==> src/rtl/dmem_bridge_pkg.sv <==
// =============================================================================
// dmem_bridge_pkg
// Shared mips definitions used by the data-memory bridge: memory-stage request
// structures, access-size encodings and the bridge state enumeration.
// Revision: 1.0
// =============================================================================
`default_nettype none

package dmem_bridge_pkg;

   // Access size encodings carried on the bus size field
   localparam logic [1:0] SIZE_B = 2'd0;
   localparam logic [1:0] SIZE_H = 2'd1;
   localparam logic [1:0] SIZE_W = 2'd2;

   // Read request from the memory stage
   typedef struct packed {
      logic        en;
      logic [31:0] addr;
      logic [1:0]  size;
   } m_r_t;

   // Write request from the memory stage (data already lane-placed)
   typedef struct packed {
      logic        en;
      logic [31:0] addr;
      logic [1:0]  size;
      logic [31:0] data;
   } m_w_t;

   // Bridge state
   typedef enum logic [1:0] {
      IDLE = 2'd0,
      REQ  = 2'd1,
      WAIT = 2'd2,
      DONE = 2'd3
   } dmem_state_t;

   // Bus-side view of one request, held for the whole transaction
   typedef struct packed {
      logic        wr;
      logic [1:0]  size;
      logic [31:0] addr;
      logic [31:0] wdata;
   } bus_req_t;

endpackage

`default_nettype wire

==> src/rtl/dmem_bridge.sv <==
// =============================================================================
// dmem_bridge
// Data-memory responder for the memory stage. Turns the single-cycle stage
// request into a handshaked SRAM-like bus transaction, stalls the pipeline
// until the data phase completes and returns right-aligned load data.
// Optional macro: DMEM_BRIDGE_PERF_EN adds perf_rd/perf_wr/perf_stall counters.
// Revision: 1.0
// =============================================================================
`default_nettype none

module dmem_bridge
   import dmem_bridge_pkg::*;
(
   input  logic        clk,
   input  logic        reset,
   input  m_r_t        mread,
   input  m_w_t        mwrite,
   output logic [31:0] rd,
   output logic        stall,
   output logic        req,
   output logic        wr,
   output logic [1:0]  size,
   output logic [31:0] addr,
   output logic [31:0] wdata,
   input  logic        addr_ok,
   input  logic        data_ok,
   input  logic [31:0] rdata
`ifdef DMEM_BRIDGE_PERF_EN
   ,
   output logic [31:0] perf_rd,
   output logic [31:0] perf_wr,
   output logic [31:0] perf_stall
`endif
);

   dmem_state_t state;
   dmem_state_t state_nx;
   bus_req_t    req_q;
   bus_req_t    cur;
   bus_req_t    bus;
   logic        act;
   logic        latch;
   logic        capture;
   logic [31:0] rd_q;

   // Select the winning stage request; a write overrides a simultaneous read
   always_comb begin
      act = mread.en | mwrite.en;
      if (mwrite.en) begin
         cur = '{wr: 1'b1, size: mwrite.size, addr: mwrite.addr, wdata: mwrite.data};
      end else begin
         cur = '{wr: 1'b0, size: mread.size, addr: mread.addr, wdata: 32'd0};
      end
   end

   // Next-state and bus/stall outputs; reset forces req and stall low at once
   always_comb begin
      state_nx = state;
      req      = 1'b0;
      stall    = 1'b0;
      bus      = req_q;
      latch    = 1'b0;
      capture  = 1'b0;
      case (state)
         IDLE: begin
            bus   = cur;
            req   = act;
            stall = act;
            if (act) begin
               // Captured in both cases so WAIT knows address and direction
               latch    = 1'b1;
               state_nx = addr_ok ? WAIT : REQ;
            end
         end
         REQ: begin
            req   = 1'b1;
            stall = 1'b1;
            if (addr_ok) begin
               state_nx = WAIT;
            end
         end
         WAIT: begin
            stall = 1'b1;
            if (data_ok) begin
               capture  = 1'b1;
               state_nx = DONE;
            end
         end
         DONE: begin
            // Stage inputs still describe the finished request; ignore them
            state_nx = IDLE;
         end
         default: begin
            state_nx = IDLE;
         end
      endcase
      if (reset) begin
         req   = 1'b0;
         stall = 1'b0;
      end
   end

   assign wr    = bus.wr;
   assign size  = bus.size;
   assign addr  = bus.addr;
   assign wdata = bus.wdata;
   assign rd    = rd_q;

   // State register, held request and load-data register
   always_ff @(posedge clk or posedge reset) begin
      if (reset) begin
         state <= IDLE;
         req_q <= '0;
         rd_q  <= 32'd0;
      end else begin
         state <= state_nx;
         if (latch) begin
            req_q <= cur;
         end
         if (capture && !req_q.wr) begin
            // Right-align the addressed lane; upper bytes are not extended
            rd_q <= rdata >> {req_q.addr[1:0], 3'b000};
         end
      end
   end

`ifdef DMEM_BRIDGE_PERF_EN
   // Completed-request and stall-cycle counters, free-running and wrapping
   always_ff @(posedge clk or posedge reset) begin
      if (reset) begin
         perf_rd    <= 32'd0;
         perf_wr    <= 32'd0;
         perf_stall <= 32'd0;
      end else begin
         if (capture) begin
            if (req_q.wr) begin
               perf_wr <= perf_wr + 32'd1;
            end else begin
               perf_rd <= perf_rd + 32'd1;
            end
         end
         if (stall) begin
            perf_stall <= perf_stall + 32'd1;
         end
      end
   end
`endif

endmodule

`default_nettype wire

==> config.mk <==
export PLATFORM = sky130hd
export DESIGN_NAME = dmem_bridge
export DESIGN_NICKNAME = d
export VERILOG_FILES = /design/src/rtl/dmem_bridge_pkg.sv /design/src/rtl/dmem_bridge.sv
export SDC_FILE = /design/constraint.sdc
export NUM_CORES = 1
export LEC_CHECK = 0
export CORE_UTILIZATION = 25
export CTS_BUF_LIST = sky130_fd_sc_hd__clkbuf_4 sky130_fd_sc_hd__clkbuf_8
export CTS_CLUSTER_SIZE = 40
export DETAILED_ROUTE_END_ITERATION = 16
export HOLD_SLACK_MARGIN = 0.02
export SLEW_MARGIN = 20
export SYNTH_ARGS = -nofsm -noshare
export SYNTH_HDL_FRONTEND = slang
export SYNTH_SLANG_ARGS = --single-unit
==> constraint.sdc <==
create_clock -name clk -period 6.1 [get_ports clk]
set_input_delay 1.525 -clock clk [delete_from_list [all_inputs] [get_ports clk]]
set_output_delay 1.525 -clock clk [all_outputs]
set_load 0.01 [all_outputs]
==> flow_summary.rst, run 1 <==
.. list-table::
   :header-rows: 1

   * - Metric
     - Value
   * - Result of the run
     - completed
   * - Pwr/cell area
     - around 470 nW/µm²
   * - Post-Syn Nets
     - about 750
   * - Share of the cycle needed by the critical path after routing
     - 78.3%
   * - Data arrival at the endpoint of the critical path
     - ~3.3 ns
   * - Wire length per cell
     - around 14 µm
   * - Count of hold buffers inserted by post-cts repair
     - 0
   * - Clk slew on worst S/H paths
     - between 0.1 and 0.15 ns
   * - CTS tree
     - yes
   * - Clock tree skew after final layout
     - 0.0159 ns
   * - Final max-slew violation count
     - 0
   * - Critical Path End Type
     - output pin
   * - Setup TNS Final
     - 0 ns
   * - Final layout net count
     - roughly 970
   * - Number of top-level design ports
     - 239
   * - Detailed Place HPWL
     - between 10 and 15 mm
   * - Peak ir drop on the vdd network
     - 0.000205 V
   * - Global-route wire length before repair
     - approximately 26 mm
   * - Violation count after the first detailed-route iteration
     - 159
   * - CP Class
     - primary input to output pin
   * - Total global routing track utilization
     - 15.2%
   * - Top cells by instance count after synthesis
     - nand2_1, dfrtp_1, o21ai_0
   * - Root Buffer
     - clkbuf_8
   * - Count of warnings emitted by yosys
     - 0
   * - Cell area after synthesis
     - about 5200 µm²
   * - DR DRC count
     - 0
   * - Max-cap viol count
     - 0
   * - Top FF cell, synth
     - dfrtp_1
   * - Unrepaired setup endpoints after global routing
     - no
   * - Worst Hold Margin
     - between 0.4 and 0.5 ns
   * - Fraction of layout cells with a size suffix above 1
     - about 3.7%
   * - Post-CTS setup buffer count
     - 0
   * - Maximum fanout encountered on the critical timing path
     - 37
   * - Core footprint
     - 20400 µm²
   * - Min-delay worst type
     - register to register
   * - Die outline width
     - 147 µm
   * - Total number of vias
     - approximately 4800
   * - Drt via density
     - around 4.4
   * - Number of library cell types mapped by synthesis
     - 26
   * - Die footprint
     - ~22000 µm²
   * - Largest net degree at the start of global routing
     - between 60 and 70
   * - Top achievable clock speed
     - 209 MHz
   * - Setup violation total in the final timing report
     - 0
   * - Final ANT Viol Nets
     - 0
   * - Synthesized instance count
     - 609
   * - Instance area at placement
     - roughly 7800 µm²
   * - Clock latency on the worst-skew pair
     - approximately 0.38 ns
   * - Post-CTS sizing
     - 0
   * - Clock sink count
     - ~100
   * - Worst slew slack as a fraction of its limit
     - 41.5%
   * - Tot Pwr
     - approximately 3800 µW
   * - Bufs on Longest Clock Path
     - 2
   * - Seq/Total Area, Yosys
     - around 48%
   * - Most frequent cell after synthesis
     - nand2_1
   * - Endpoints failing hold
     - 0
   * - Initial Utilization
     - 25.7%
   * - Register area
     - between 2000 and 3000 µm²
   * - Number of detailed-routing iterations run before antenna repair
     - 4
   * - Area growth from synthesis to final layout
     - 54.3%
   * - Required time at the endpoint of the critical path
     - about 4.6 ns
   * - Aggregate routed wire length
     - around 16 mm
   * - Post-synthesis cell type with the largest combined area
     - dfrtp_1
   * - Post-route cell area
     - between 8000 and 9000 µm²
   * - Syn avg cell area
     - around 8.6 µm²
   * - GRT Residual Overflow
     - 0
   * - RePlAce Congestion
     - 0.820
   * - Antenna cell count
     - 0
   * - Number of enable flip-flop cells after synthesis
     - 0
   * - Worst slew pin tran
     - between 0.8 and 0.9 ns
   * - Share of the synthesized area in the top cell type
     - between 40% and 50%
   * - Cell types occupying the most area after synthesis
     - dfrtp_1, nand2_1, mux2i_1
   * - Type of origin of the critical path
     - primary input
   * - Number of clock buffers inserted by TritonCTS
     - 9
   * - Number of levels the H-tree was split into
     - 3
   * - Initial antenna violation count
     - 0
   * - Port Buffer Count
     - about 240
   * - Multi-input logic area
     - around 2400 µm²
   * - Static leakage
     - 0.00364 µW
   * - Proportion of synthesized flip-flops having asynchronous set or reset
     - between 90% and 100%
   * - Site Rows
     - 52
   * - Filler Cell Count
     - 2071
   * - Die height
     - roughly 150 µm
   * - Via count of the first global-routing pass
     - a little under 5000
   * - Minimum clock period after layout
     - approximately 4.8 ns
   * - Number of synthesized register bits
     - between 100 and 150
state kept, by name, summed over array words and instances, names as in the netlist:
register,cells
req_q,67
rd,32
state,2
worst paths after layout:
check / startpoint / endpoint / slack, ns / cells past startpoint
hold reg to reg: req_q[14]$_DFFE_PP0P_ / req_q[14]$_DFFE_PP0P_ / 0.48 / 2
setup / recovery: mwrite[66] / stall / 1.32 / 5
setup reg to reg: state[0]$_DFFE_PP0P_ / req_q[44]$_DFFE_PP0P_ / 3.50 / 7
max in group asynchronous: reset / rd[25]$_DFFE_PP0P_ / 3.31 / 3
hold / removal: req_q[14]$_DFFE_PP0P_ / req_q[14]$_DFFE_PP0P_ / 0.48 / 2
min in group asynchronous: reset / req_q[6]$_DFFE_PP0P_ / 1.72 / 2
layer usage:
metal / vias to the layer above / share of wire (%) / track usage, %
li1: 2454 / - / -
met1: 2185 / 46 / 19.5
met2: 163 / 45 / 25.0
met3: 8 / 7.6 / 4.41
met4: 0 / 0.70 / 3.65
met5: - / 0 / 0
through the flow:
stage               setup WS, ns  utilization [%]  std cells
finish                      1.32             39.7       1100
global route                1.14             39.7       1100
CTS                         1.25             39.7       1100
detailed placement          1.27             38.4       1084
global placement            1.29             38.4       1084
floorplan                   1.93                -        609
cells in the final DEF (no fill, tap or decap):
| cell type | n |
|---|---|
| ha_1 | 5 |
| clkdlybuf4s50_1 | 237 |
| inv_4 | 1 |
| and2_1 | 1 |
| clkbuf_8 | 10 |
| nor2_2 | 1 |
| mux2_2 | 1 |
| a21o_1 | 1 |
| nor2_1 | 35 |
| a2bb2oi_1 | 8 |
| o21ai_1 | 5 |
| inv_6 | 1 |
| o21ai_4 | 1 |
| a21oi_1 | 35 |
| clkinvlp_4 | 1 |
| bufinv_16 | 3 |
| buf_4 | 9 |
| o21ai_0 | 78 |
| mux2i_1 | 62 |
| ha_4 | 1 |
| dfrtp_1 | 101 |
| nand2_1 | 170 |
| a211oi_1 | 1 |
| nand3b_1 | 2 |
| o31ai_1 | 8 |
| buf_2 | 1 |
| nor2b_1 | 2 |
| a222oi_1 | 1 |
| inv_8 | 1 |
| o221ai_1 | 8 |
| nand3_1 | 1 |
| inv_1 | 38 |
report_power, final:
group / leakage [µW] / internal, µW / switching (µW)
Clock: 0.000125 / 288 / 257
Combinational: 0.00223 / 1090 / 1080
Sequential: 0.00128 / 962 / 150
cells by family after synthesis:
logic type / share of synthesized area (%)
AOI/OAI and AO/OA: 15.7
adders and majority gates: 1.43
muxes: 12.1
buffers and inverters: 7.00
and+or+nand+nor: 15.6
DFF: 48.3
worst max-delay path, stage by stage:
cell and delay, ns:
buf_2 0.09, buf_4 0.51, o21ai_4 0.14, a211oi_1 0.35, clkdlybuf4s50_1 0.61
area by class of cell:
cell class	count	area share (%)
Multi-Input combinational cell	427	29.3
Timing Repair Buffer	247	30.3
Clock inverter	6	1.46
Sequential cell	101	31.3
Tap cell	270	4.18
Clock buffer	10	1.70
Inverter	39	1.84
Power figures use the tool's default switching activity.
==> inputs of run 2 (changes only) <==
==> constraint.sdc (replaced) <==
create_clock -name clk -period 4.1 [get_ports clk]
set_input_delay 1.025 -clock clk [delete_from_list [all_inputs] [get_ports clk]]
set_output_delay 1.025 -clock clk [all_outputs]
set_load 0.01 [all_outputs]
==> run 2 against run 1 <==
Compared with the run above: final area fell by 0.23%; clock skew decreased by 0.0057 ns; final cell count unchanged; routed wire length rose by 0.95%; combinational power rose by 50%; worst setup slack got worse by 0.95 ns.
==> flow_summary.rst, run 2 (same netlist as run 1, synthesis figures left out) <==
.. list-table::
   :header-rows: 1

   * - Metric
     - Value
   * - Reg2Reg Capture Point
     - req_q[54]$_DFFE_PP0P_
   * - Depth of the worst register-to-register path
     - 6 (-1)
   * - Critical Path End Type
     - output pin
   * - Die outline width
     - 147 µm (unchanged)
   * - Total number of vias
     - 4885 (+1.6%)
   * - Worst slew pin tran
     - 0.717 ns (-0.161 ns)
   * - Largest net degree at the start of global routing
     - 64 (-4.5%)
   * - Number of levels the H-tree was split into
     - 3 (unchanged)
   * - Count of hold buffers inserted by post-cts repair
     - 0 (unchanged)
   * - Clock tree skew after final layout
     - 0.0102 ns (-0.00572 ns)
   * - CP max stage cell
     - clkdlybuf4s50_1
   * - Static leakage
     - 0.00363 µW (-0.29%)
   * - Clock sink count
     - 101 (unchanged)
   * - Unrepaired setup endpoints after global routing
     - no
   * - Drt via density
     - 4.44 (+1.6%)
   * - Clk slew on worst S/H paths
     - 0.10 ns (about the same)
   * - Post-CTS setup buffer count
     - 0 (unchanged)
   * - Multi-input logic area
     - 2370 µm² (unchanged)
   * - Reg2reg start
     - state[0]$_DFFE_PP0P_
   * - RePlAce Congestion
     - 0.819 (-0.17%)
   * - Number of stages on the worst hold path
     - 2 (unchanged)
   * - Final layout net count
     - 970 (+0.10%)
   * - Minimum clock period after layout
     - 3.73 ns
   * - Port Buffer Count
     - 238 (unchanged)
   * - Area growth from synthesis to final layout
     - 54.0%
   * - Most frequent cells in the layout
     - clkdlybuf4s50_1, nand2_1, dfrtp_1, o21ai_0, mux2i_1
   * - Global-route wire length before repair
     - 25.8 mm (-0.48%)
   * - Crit path buf inv count
     - 3 (unchanged)
   * - Final ANT Viol Nets
     - 0 (unchanged)
   * - Endpoints failing hold
     - 0 (unchanged)
   * - Required time at the endpoint of the critical path
     - 3.07 ns (-1.51 ns)
   * - Type of origin of the critical path
     - register
   * - Number of detailed-routing iterations run before antenna repair
     - 4 (unchanged)
   * - DR DRC count
     - 0 (unchanged)
   * - Tot Pwr
     - 5590 µW (+46%)
   * - Initial antenna violation count
     - 0 (unchanged)
   * - Setup TNS Final
     - 0 ns (unchanged)
   * - Die footprint
     - 21500 µm² (unchanged)
   * - Maximum fanout encountered on the critical timing path
     - 43 (+16%)
   * - Min-delay worst type
     - register to register
   * - Setup violation total in the final timing report
     - 0 (unchanged)
   * - Register area
     - 2530 µm² (unchanged)
   * - Leading cell type in the layout, fill and taps excluded
     - clkdlybuf4s50_1
   * - Filler Cell Count
     - 2060 (-0.53%)
   * - CTS tree
     - yes
   * - Critical Path Max Stage Delay
     - 0.57 ns (-0.04 ns)
   * - Die height
     - 147 µm (unchanged)
   * - Startpoint of the worst hold path
     - req_q[1]$_DFFE_PP0P_
   * - Bufs on Longest Clock Path
     - 2 (unchanged)
   * - Antenna cell count
     - 0 (unchanged)
   * - Aggregate routed wire length
     - 15.9 mm (+0.95%)
   * - Flip-flop count of the largest register, all copies and words added
     - 67 (unchanged)
   * - Data arrival at the endpoint of the critical path
     - 2.70 ns (-0.55 ns)
   * - Wire length per cell
     - 14.5 µm (+0.95%)
   * - Stages on the worst setup path
     - 7 (+2)
   * - Top achievable clock speed
     - 268 MHz
   * - Hold endpoint
     - req_q[1]$_DFFE_PP0P_
   * - Worst Hold Margin
     - 0.474 ns (-0.00503 ns)
   * - Violation count after the first detailed-route iteration
     - 177 (+11%)
   * - Critical path, cell by cell
     - inv_1, ha_4, and2_1, buf_4, nand2_1, o21ai_0, clkdlybuf4s50_1
   * - R2r setup slk
     - 2.13 ns (-1.37 ns)
   * - Pwr/cell area
     - 693 nW/µm² (+46%)
   * - Fraction of layout cells with a size suffix above 1
     - 3.73% (unchanged)
   * - Core footprint
     - 20400 µm² (unchanged)
   * - Share of the cycle needed by the critical path after routing
     - about nine tenths
   * - Site Rows
     - 52 (unchanged)
   * - CP Class
     - register to output pin
   * - Detailed Place HPWL
     - 11.2 mm (+1.1%)
   * - Register name with the most flops
     - req_q
   * - Via count of the first global-routing pass
     - 4751 (-2.0%)
   * - Result of the run
     - completed
   * - Worst slew slack as a fraction of its limit
     - 52.1% (+11 points)
   * - Peak ir drop on the vdd network
     - 0.000294 V (+44%)
   * - GRT Residual Overflow
     - 0 (unchanged)
   * - Clock latency on the worst-skew pair
     - 0.38 ns (about the same)
   * - Worst path top cell family by delay
     - buffers and inverters
   * - Number of top-level design ports
     - 239 (unchanged)
   * - Post-CTS sizing
     - 0 (unchanged)
   * - Total global routing track utilization
     - 15.2% (-0.041 points)
   * - Max-cap viol count
     - 0 (unchanged)
   * - Final max-slew violation count
     - 0 (unchanged)
   * - Number of clock buffers inserted by TritonCTS
     - 9 (unchanged)
   * - Initial Utilization
     - 25.7% (unchanged)
   * - Root Buffer
     - clkbuf_8
==> run 2: metal layers <==
metal  global-route usage [%]  part of all wire, %
met2                     24.3                   45
met1                     19.8                   46
met3                     4.47                  7.6
met4                     4.22                  1.3
met5                        0                    0
==> run 2: worst min-delay path: cells and delay by family, from the launching register on <==
| family | cells | cell delay [ns] |
|---|---|---|
| and+or+nand+nor | 2 | 0.09 |
| DFF | 1 | 0.36 |
==> run 2: worst max path at each step <==
| stage | from | end |
|---|---|---|
| floorplan | reset | rd[0]$_DFFE_PP0P_ |
| global placement | mwrite[66] | addr[4] |
| detailed placement | mwrite[66] | addr[4] |
| CTS | state[0]$_DFFE_PP0P_ | wdata[5] |
| global route | state[0]$_DFFE_PP0P_ | wdata[23] |
| finish | state[0]$_DFFE_PP0P_ | wdata[5] |
==> run 2: metrics by stage <==
step	util [%]	area [µm²]	instances	setup WS, ns
floorplan	-	5240	609	0.428
global placement	38.6	7870	1085	0.540
detailed placement	38.6	7870	1085	0.552
CTS	39.6	8060	1100	0.288
global route	39.6	8060	1100	0.135
finish	39.6	8060	1100	0.373
==> run 2: area by class of cell <==
cell class,instances,area share [%]
inverters,39,1.85
multi-input cells,427,29.3
repair buffers,248,30.9
flip-flops and latches,101,31.4
well taps,270,4.19
clock inverters,5,0.745
clock buffers,10,1.63
==> run 2: power breakdown <==
group	switching [µW]	internal, µW	leakage (µW)	total, µW
clock	375	289	0.0000961	664
sequential	224	1430	0.00128	1660
combinational	1620	1650	0.00225	3270
==> inputs of run 3 (changes only) <==
--- a/config.mk
+++ b/config.mk
@@ -5,6 +5,7 @@
 export SDC_FILE = /design/constraint.sdc
 export NUM_CORES = 1
 export LEC_CHECK = 0
+export ABC_CLOCK_PERIOD_IN_PS = 4100
 export CORE_UTILIZATION = 25
 export CTS_BUF_LIST = sky130_fd_sc_hd__clkbuf_4 sky130_fd_sc_hd__clkbuf_8
 export CTS_CLUSTER_SIZE = 40
@@ -14,3 +15,4 @@
 export SYNTH_ARGS = -nofsm -noshare
 export SYNTH_HDL_FRONTEND = slang
 export SYNTH_SLANG_ARGS = --single-unit
+export TNS_END_PERCENT = 100
==> results of run 3 <==
Same layout as run 2: the final DEF is identical, and so are final timing and power.
